## src/rtl/dmem_port_arbiter.sv

```systemverilog
// dmem_port_arbiter
//   Shares one single-port synchronous dmem among NUM_PORTS requesters
//   (port 0 = processor, the other ports = game/VGA/input logic). Each cycle
//   one request is chosen. The dmem bus is driven combinationally from the
//   winner. Read data goes back to the issuing port RD_LATENCY cycles later.
//
//   Handshake (valid/ready): req[i] is the valid and gnt[i] is the ready. An
//   access transfers only in a cycle with req[i] && gnt[i]. Until then the
//   requester holds req/we/addr/wdata stable. Each grant is exactly one access.
//   rvalid[i] is a one-cycle strobe with no back-pressure, so the requester
//   must take rdata in that same cycle.
//
// Ports
//   clock        rising-edge master clock
//   reset        asynchronous, active-low
//   req/we       per-port request and write enable
//   addr/wdata   packed per-port address / write data (port i at [i*W +: W])
//   gnt          one-hot grant, in the same cycle as the accepted request
//   rvalid       one-hot read-return strobe; rdata is valid when it is set
//   mem_*        dmem address, data, write enable and read data
module dmem_port_arbiter #(
  parameter int NUM_PORTS  = 2,
  parameter int ADDR_WIDTH = 12,
  parameter int DATA_WIDTH = 32,
  parameter int RD_LATENCY = 1,
  parameter int ARB_MODE   = 0
) (
  input  logic                             clock,
  input  logic                             reset,
  input  logic [NUM_PORTS-1:0]             req,
  input  logic [NUM_PORTS-1:0]             we,
  input  logic [NUM_PORTS*ADDR_WIDTH-1:0]  addr,
  input  logic [NUM_PORTS*DATA_WIDTH-1:0]  wdata,
  output logic [NUM_PORTS-1:0]             gnt,
  output logic [NUM_PORTS-1:0]             rvalid,
  output logic [DATA_WIDTH-1:0]            rdata,
  output logic [ADDR_WIDTH-1:0]            mem_address,
  output logic [DATA_WIDTH-1:0]            mem_data,
  output logic                             mem_wren,
  input  logic [DATA_WIDTH-1:0]            mem_q
);

  localparam int PW = (NUM_PORTS > 1) ? $clog2(NUM_PORTS) : 1;

  logic [PW-1:0] rr_ptr;
  logic [PW-1:0] rr_ptr_nxt;
  logic [PW-1:0] search_base;
  logic [PW:0]   cand;
  logic [PW-1:0] win_idx;
  logic          win_any;

  // Read-tag pipeline. Stage 0 is loaded at the edge that ends the grant cycle.
  // The tail (stage RD_LATENCY-1) lines up with mem_q for that read.
  logic [RD_LATENCY-1:0] tag_vld;
  logic [PW-1:0]         tag_port [RD_LATENCY];

  // Winner search: scan upward from the base and wrap past NUM_PORTS-1. The
  // base is rr_ptr for round-robin and 0 for fixed priority. cand has one spare
  // bit so the wrap compare also works when NUM_PORTS is not a power of two.
  always_comb begin
    search_base = (ARB_MODE == 1) ? '0 : rr_ptr;
    cand        = '0;
    win_any     = 1'b0;
    win_idx     = '0;
    for (int k = 0; k < NUM_PORTS; k++) begin
      cand = {1'b0, search_base} + (PW+1)'(k);
      if (cand >= (PW+1)'(NUM_PORTS)) cand = cand - (PW+1)'(NUM_PORTS);
      if (!win_any && req[cand[PW-1:0]]) begin
        win_any = 1'b1;
        win_idx = cand[PW-1:0];
      end
    end
    // No access can start while reset is held, even though reset is asynchronous.
    if (!reset) win_any = 1'b0;
  end

  always_comb begin
    gnt         = '0;
    mem_address = '0;
    mem_data    = '0;
    mem_wren    = 1'b0;
    if (win_any) begin
      gnt[win_idx] = 1'b1;
      mem_address  = addr[win_idx*ADDR_WIDTH +: ADDR_WIDTH];
      mem_data     = wdata[win_idx*DATA_WIDTH +: DATA_WIDTH];
      mem_wren     = we[win_idx];
    end
  end

  always_comb begin
    rr_ptr_nxt = rr_ptr;
    if (ARB_MODE == 0 && win_any) begin
      rr_ptr_nxt = (win_idx == PW'(NUM_PORTS-1)) ? '0 : win_idx + PW'(1);
    end
  end

  always_ff @(posedge clock or negedge reset) begin
    if (!reset) begin
      rr_ptr  <= '0;
      tag_vld <= '0;
      for (int i = 0; i < RD_LATENCY; i++) tag_port[i] <= '0;
    end else begin
      rr_ptr      <= rr_ptr_nxt;
      // Writes still advance the pipeline, but only as empty (invalid) slots.
      tag_vld[0]  <= win_any && !we[win_idx];
      tag_port[0] <= win_idx;
      for (int i = 1; i < RD_LATENCY; i++) begin
        tag_vld[i]  <= tag_vld[i-1];
        tag_port[i] <= tag_port[i-1];
      end
    end
  end

  always_comb begin
    rvalid = '0;
    rdata  = '0;
    if (tag_vld[RD_LATENCY-1]) begin
      rvalid[tag_port[RD_LATENCY-1]] = 1'b1;
      rdata                          = mem_q;
    end
  end

endmodule

```

## config.mk

```make
export PLATFORM = sky130hd
export DESIGN_NAME = dmem_port_arbiter
export DESIGN_NICKNAME = d
export VERILOG_FILES = /design/src/rtl/dmem_port_arbiter.sv
export SDC_FILE = /design/constraint.sdc
export NUM_CORES = 1
export LEC_CHECK = 0
export ABC_AREA = 1
export BUFFER_PORTS_ARGS = -buffer_cell sky130_fd_sc_hd__buf_2
export CAP_MARGIN = 20
export CORE_AREA = 2 2 80 82
export DETAILED_ROUTE_END_ITERATION = 10
export DIE_AREA = 0 0 82 84
export GPL_ROUTABILITY_DRIVEN = 0
export MAX_ROUTING_LAYER = met4
export PLACE_DENSITY = 0.71
export SLEW_MARGIN = 20
export SYNTH_ARGS = -nofsm -noshare
export SYNTH_HDL_FRONTEND = slang
export SYNTH_SLANG_ARGS = --single-unit
export TNS_END_PERCENT = 1
```

## constraint.sdc

```tcl
create_clock -name clock -period 1.3 [get_ports clock]
set_input_delay 0.13 -clock clock [delete_from_list [all_inputs] [get_ports clock]]
set_output_delay 0.13 -clock clock [all_outputs]
set_load 0.03 [all_outputs]
```

# Yosys cells after proc, flatten, opt, wreduce, memory -nomap -nowiden
# Cells that the tools add are included.
# totals
regBits	3
latchBits	0
mem_bits_rw	0
mem_bits_ro	0
in_bits	126
output_inout_bits	81
n_memories	0
# classes
add_sub_neg	4
n_mul	1
n_div	0
order_cmp	8
eq_ne	0
shifts	2
muxes	24
bitwise_logic	0
reduce_logical	6
# ops
operator	count
two-way mux 32 bit	2
indexed part select 64 x 7 -> 32 bit	1
indexed part select 24 x 6 -> 12 bit	1
two-way mux 1 bit	17
two-way mux 12 bit	1
< comparator 1 x 2 -> 1 bit, second input constant	4
logical AND 1 bit	4
two-way mux 2 bit	2
multiplier 1 x 2 -> 3 bit, second input constant	1
adder 1 x 1 -> 2 bit, second input constant	1
demux 1 bit (select 1 bit)	2
greater-or-equal comparator 1 bit, second input constant	2
greater-or-equal comparator 1 x 2 -> 1 bit, second input constant	1
greater-or-equal comparator 2 bit, second input constant	1
zero test 1 bit	2
subtractor 1 bit, second input constant	2
adder 1 bit, second input constant	1

# Longest topological paths before layout
# logic_depth
ltp_word	13
depth_mapped	7
depth_no_buf	6

# Worst setup path before layout
# No wires, ideal clock.
# synth_path
path_kind	flip-flop to output port
start	reg rr_ptr
end	out mem_data[22]
arrival_time_ps	1168
slack_ps	2
path_stages_with_launch	8
n_path_buf	2
cell_sequence	dfrtp_1 > inv_1 > nand2_2 > nand2_2 > buf_4 > buf_6 > nand3_2 > nand2_1
# synth_via
elab_chain_len	10
# synth_lines
element	line_no	rtl
start, declared	45	logic [PW-1:0] rr_ptr;
start signal, assigned	103	rr_ptr <= rr_ptr_nxt;
greater-or-equal comparator 1 x 2 -> 1 bit / subtractor 1 bit (equally long branches)	67	if (cand >= (PW+1)'(NUM_PORTS)) cand = cand - (PW+1)'(NUM_PORTS);
two-way mux 1 bit	67	
two-way mux 1 bit (implied by the code) (2 in series)	68	if (!win_any && req[cand[PW-1:0]]) begin
two-way mux 1 bit	68	
zero test 1 bit	68	
logical AND 1 bit	68	
two-way mux 1 bit	68	
indexed part select 64 x 7 -> 32 bit / two-way mux 1 bit (equally long branches)	85, 74	
two-way mux 32 bit (*)	82	if (win_any) begin
end, declared	38	output logic [DATA_WIDTH-1:0] mem_data,
# Mark *: on every way between the ends. The rest lies on a longest branch, timed or not. The select of a mux whose other input is x is not followed.

# Final worst setup path
# layout_path
start	reg rr_ptr
end	out mem_data[4]
# Same word-level chain as after synthesis.

==> results.md <==
- The final-report setup violation count is 47.
- The critical path class is flop to output pin.
- The least setup slack across all paths after layout is -286 ps.
- The min-delay analysis places its worst path in the category input pin to flop.
- The number of failing hold endpoints at the final stage is 0.
- The area share of the leading cell type in the synthesized netlist is 0.390.
- For this run, the post-layout net count is a little under 600.
- The final worst-path cycle share is 1.22.
- The critical-path maximum fanout is 7.
- The worst setup path is launched from a flop.
- The clock tree buffer depth is 2.
- Before antenna repair, the detailed router went through 4 iterations.
- For the final routed database, the setup TNS stands at -11880 ps.
- After detailed routing, the number of remaining DRC violations is 0.
- For the worst setup path, the data required time is about 1200 ps.
- The number of antenna violations at the first check in global routing was 1.
- Entering global routing, the biggest net connects 46 pins.
- The total nets after synthesis is between 300 and 400.
- Summing over every cut layer, the via total after detailed routing is between 2000 and 2500.
- The cell count after synthesis came out at approximately 240.
- The synthesis-to-finish area growth is 141%.
- The share of synthesized registers carrying an async set or reset is 1.00.
- The sink count of the clock tree is 3.
- The count of different cell masters after synthesis is 14.
- In this run the tool buffered the top-level ports with around 210 buffer cells.
- Yosys attributes the largest share of cell area to sky130_fd_sc_hd__nand2_1 39%, sky130_fd_sc_hd__nand3_2 16%, sky130_fd_sc_hd__inv_1 13%, sky130_fd_sc_hd__nand3_1 11%, sky130_fd_sc_hd__dfrtp_1 6.2%.
- The final routed wirelength across all metal layers is ~6600 um.
- Clock skew on the completed layout was measured at roughly 2.8 ps.
- Setup repair after global routing could not meet its margin everywhere.
- In this run the remaining antenna-violating nets after routing total 0.
- Timing would allow up to roughly 0.63 GHz.
- The number of ports placed on the die boundary is between 200 and 250.
- The data arrival time at the worst-slack endpoint is between 1000 and 1500 ps.
- The prevailing post-synth register cell is sky130_fd_sc_hd__dfrtp_1.
- The floorplan step set the die height to around 84 um.
- Counting the buffers created by CTS gives 3.
- The die covers between 6000 and 7000 sq um.
- The cell with the most instances after synthesis is sky130_fd_sc_hd__nand2_1.
- The commonest cells after synthesis are 126 x sky130_fd_sc_hd__nand2_1, 41 x sky130_fd_sc_hd__inv_1, 27 x sky130_fd_sc_hd__nand3_1.
- The minimum clock period after layout is ~1600 ps.
- The number of fill cells in the layout is roughly 630.
- The area inside the core boundary is about 6100 sq um.
- sky130_fd_sc_hd__nand2_1 takes more of the synthesized area than any other cell.
- The Yosys step of the flow raised 0 warnings.
- After detailed placement, the design holds a cell count of about 520.
- The final count of pins violating max slew was 0.
- The clock latency at the later pin of the worst-skew pair is between 200 and 250 ps.
- Of the cells placed in the final design, the portion with a size suffix greater than 1 is 0.616.
- The number of rows created at floorplan is 29.
- The nature of the critical path endpoint is an output pin.
- After synthesis the cells add up to 1210 sq um.
- Across every metal layer, demand over resource in global routing totals 0.156.
- In this run, the number of DRC markers left after iteration 0 of detailed routing was 80.
- The number of global-route vias before repair is 2058.
- The post-CTS clock slew at the launch and capture registers of the worst setup and hold paths is approximately 30 ps.
- For this design the static power due to leakage is ~2.0 nW.
- The final hold slack is between 150 and 200 ps.
- The CTS tree is yes.
- The effective utilization at floorplan is 0.199.
- The first global-routing pass estimated 8540 um of wire.
- The number of flip-flops and latches in the synthesized netlist is 3.
- The power density relative to cell area is 590 nW/um^2.
- The worst-case headroom to the max-slew limit is 0.866.
- After detailed routing, the average wire length per cell comes to ~12 um.
- The run finished, with violations left.
- The post-route non-filler standard cell count is between 500 and 600.
- The total overflow reported by the global router is 0.
- The final reports fail on negative setup slack.
- Once layout is complete, the utilization of the core stands at 0.479.
- The number of enable-type register cells in the synthesized netlist is 0.
- The max-cap check violation count is 0.
- The wire-length estimate of the detail-placed layout is roughly 4400 um.
- Dividing the synthesized area by the synthesized cell count gives about 5 sq um.
- In this run the number of H-tree levels came out at 1.
- The die is between 80 and 90 um wide.
- The cell sitting at the root of the clock tree is a sky130_fd_sc_hd__clkbuf_8.
- The average via count per standard cell is 4.45.
- The slew at the pin with the worst max-slew slack is 201 ps.
- The share of synthesized area occupied by flip-flops and latches is 0.0619.
- The maximum vdd ir drop is between 0.3 and 0.4 mV.
state kept, by name, indices dropped and copies added, names as in the netlist:
register,count
rr_ptr,1
tag_port,1
tag_vld,1
stage by stage:
stage               area [sq um]  power (mW)  setup WS (ps)
detailed placement          2340        1.17          -13.5
floorplan                   1210       0.767           1.56
finish                      2920        1.72           -286
CTS                         2670        1.61           -217
global route                2920        1.84           -356
global placement            2340        1.16          -4.20
critical path, stage by stage, from the launching register on:
cell	delay, ps
sky130_fd_sc_hd__dfrtp_1	340
sky130_fd_sc_hd__inv_2	50
sky130_fd_sc_hd__nand2_4	70
sky130_fd_sc_hd__nand2_4	70
sky130_fd_sc_hd__nor2_4	130
sky130_fd_sc_hd__buf_12	150
sky130_fd_sc_hd__clkbuf_16	150
sky130_fd_sc_hd__nand2_1	50
sky130_fd_sc_hd__nand2_1	80
sky130_fd_sc_hd__buf_6	140
power breakdown:
group | leakage [nW] | internal [mW] | switching (mW)
combinational | 1.91 | 0.574 | 0.768
clock | 0.0228 | 0.209 | 0.0627
sequential | 0.0373 | 0.103 | 0.00596
cell type report:
class	instances	area (sq um)	share of cell area
inverter	41	154	0.0527
tap	77	96.3	0.0330
sequential	3	75.1	0.0257
antenna	1	2.50	0.000857
timing repair buffer	224	1610	0.550
clock buffer	4	45.0	0.0154
multi-input combinational	181	941	0.322
cells in the final DEF, fill, tap and decap left out, types with 3 or more instances in the layout:
cell and n:
sky130_fd_sc_hd__nand2_2 28, sky130_fd_sc_hd__clkbuf_16 3, sky130_fd_sc_hd__nand2_1 97, sky130_fd_sc_hd__inv_1 40, sky130_fd_sc_hd__clkbuf_8 3, sky130_fd_sc_hd__nand3_1 27
sky130_fd_sc_hd__dfrtp_1 3, sky130_fd_sc_hd__nand3_2 19, sky130_fd_sc_hd__nor2_1 4, sky130_fd_sc_hd__buf_6 47, sky130_fd_sc_hd__buf_2 156, sky130_fd_sc_hd__buf_12 6
sky130_fd_sc_hd__buf_4 8, sky130_fd_sc_hd__nand2_4 3
final timing paths:
path                       slack, ps  startpoint     endpoint  cells after the start
setup / recovery                -290      rr_ptr  mem_data[4]                      9
hold / removal                   190       we[0]      tag_vld                      4
setup reg to reg                 210      rr_ptr      tag_vld                      7
hold reg to reg                  580      rr_ptr       rr_ptr                      2
max in group asynchronous        860       reset     tag_port                      3
min in group asynchronous        340       reset      tag_vld                      3
metal layers:
layer	vias up	global-route usage	share of wire	routed length, um
li1	1141	-	-	-
met1	1019	0.150	0.33	2170
met2	185	0.298	0.52	3430
met3	20	0.0314	0.12	817
met4	0	0.0545	0.025	166
met5	-	-	0	0
logic make-up (layout without fill, tap and decap cells):
kind of cell           count (synthesis)  count (layout)  synth area share
AOI/OAI and AO/OA                      1               1           0.00412
buffers and inverters                 59             269             0.239
DFF                                    3               3            0.0619
other                                  0               1                 0
and+or+nand+nor                      180             180             0.695
timing repair:
action,4_1_cts,5_1_grt
setup endpoints to repair,47,52
endpoints found under the hold margin,3,0
pin swaps,0,11
setup buffers,0,2
cloned,0,6
resized for setup,89,44
hold buffers,1,0
Power figures use the tool's default switching activity.
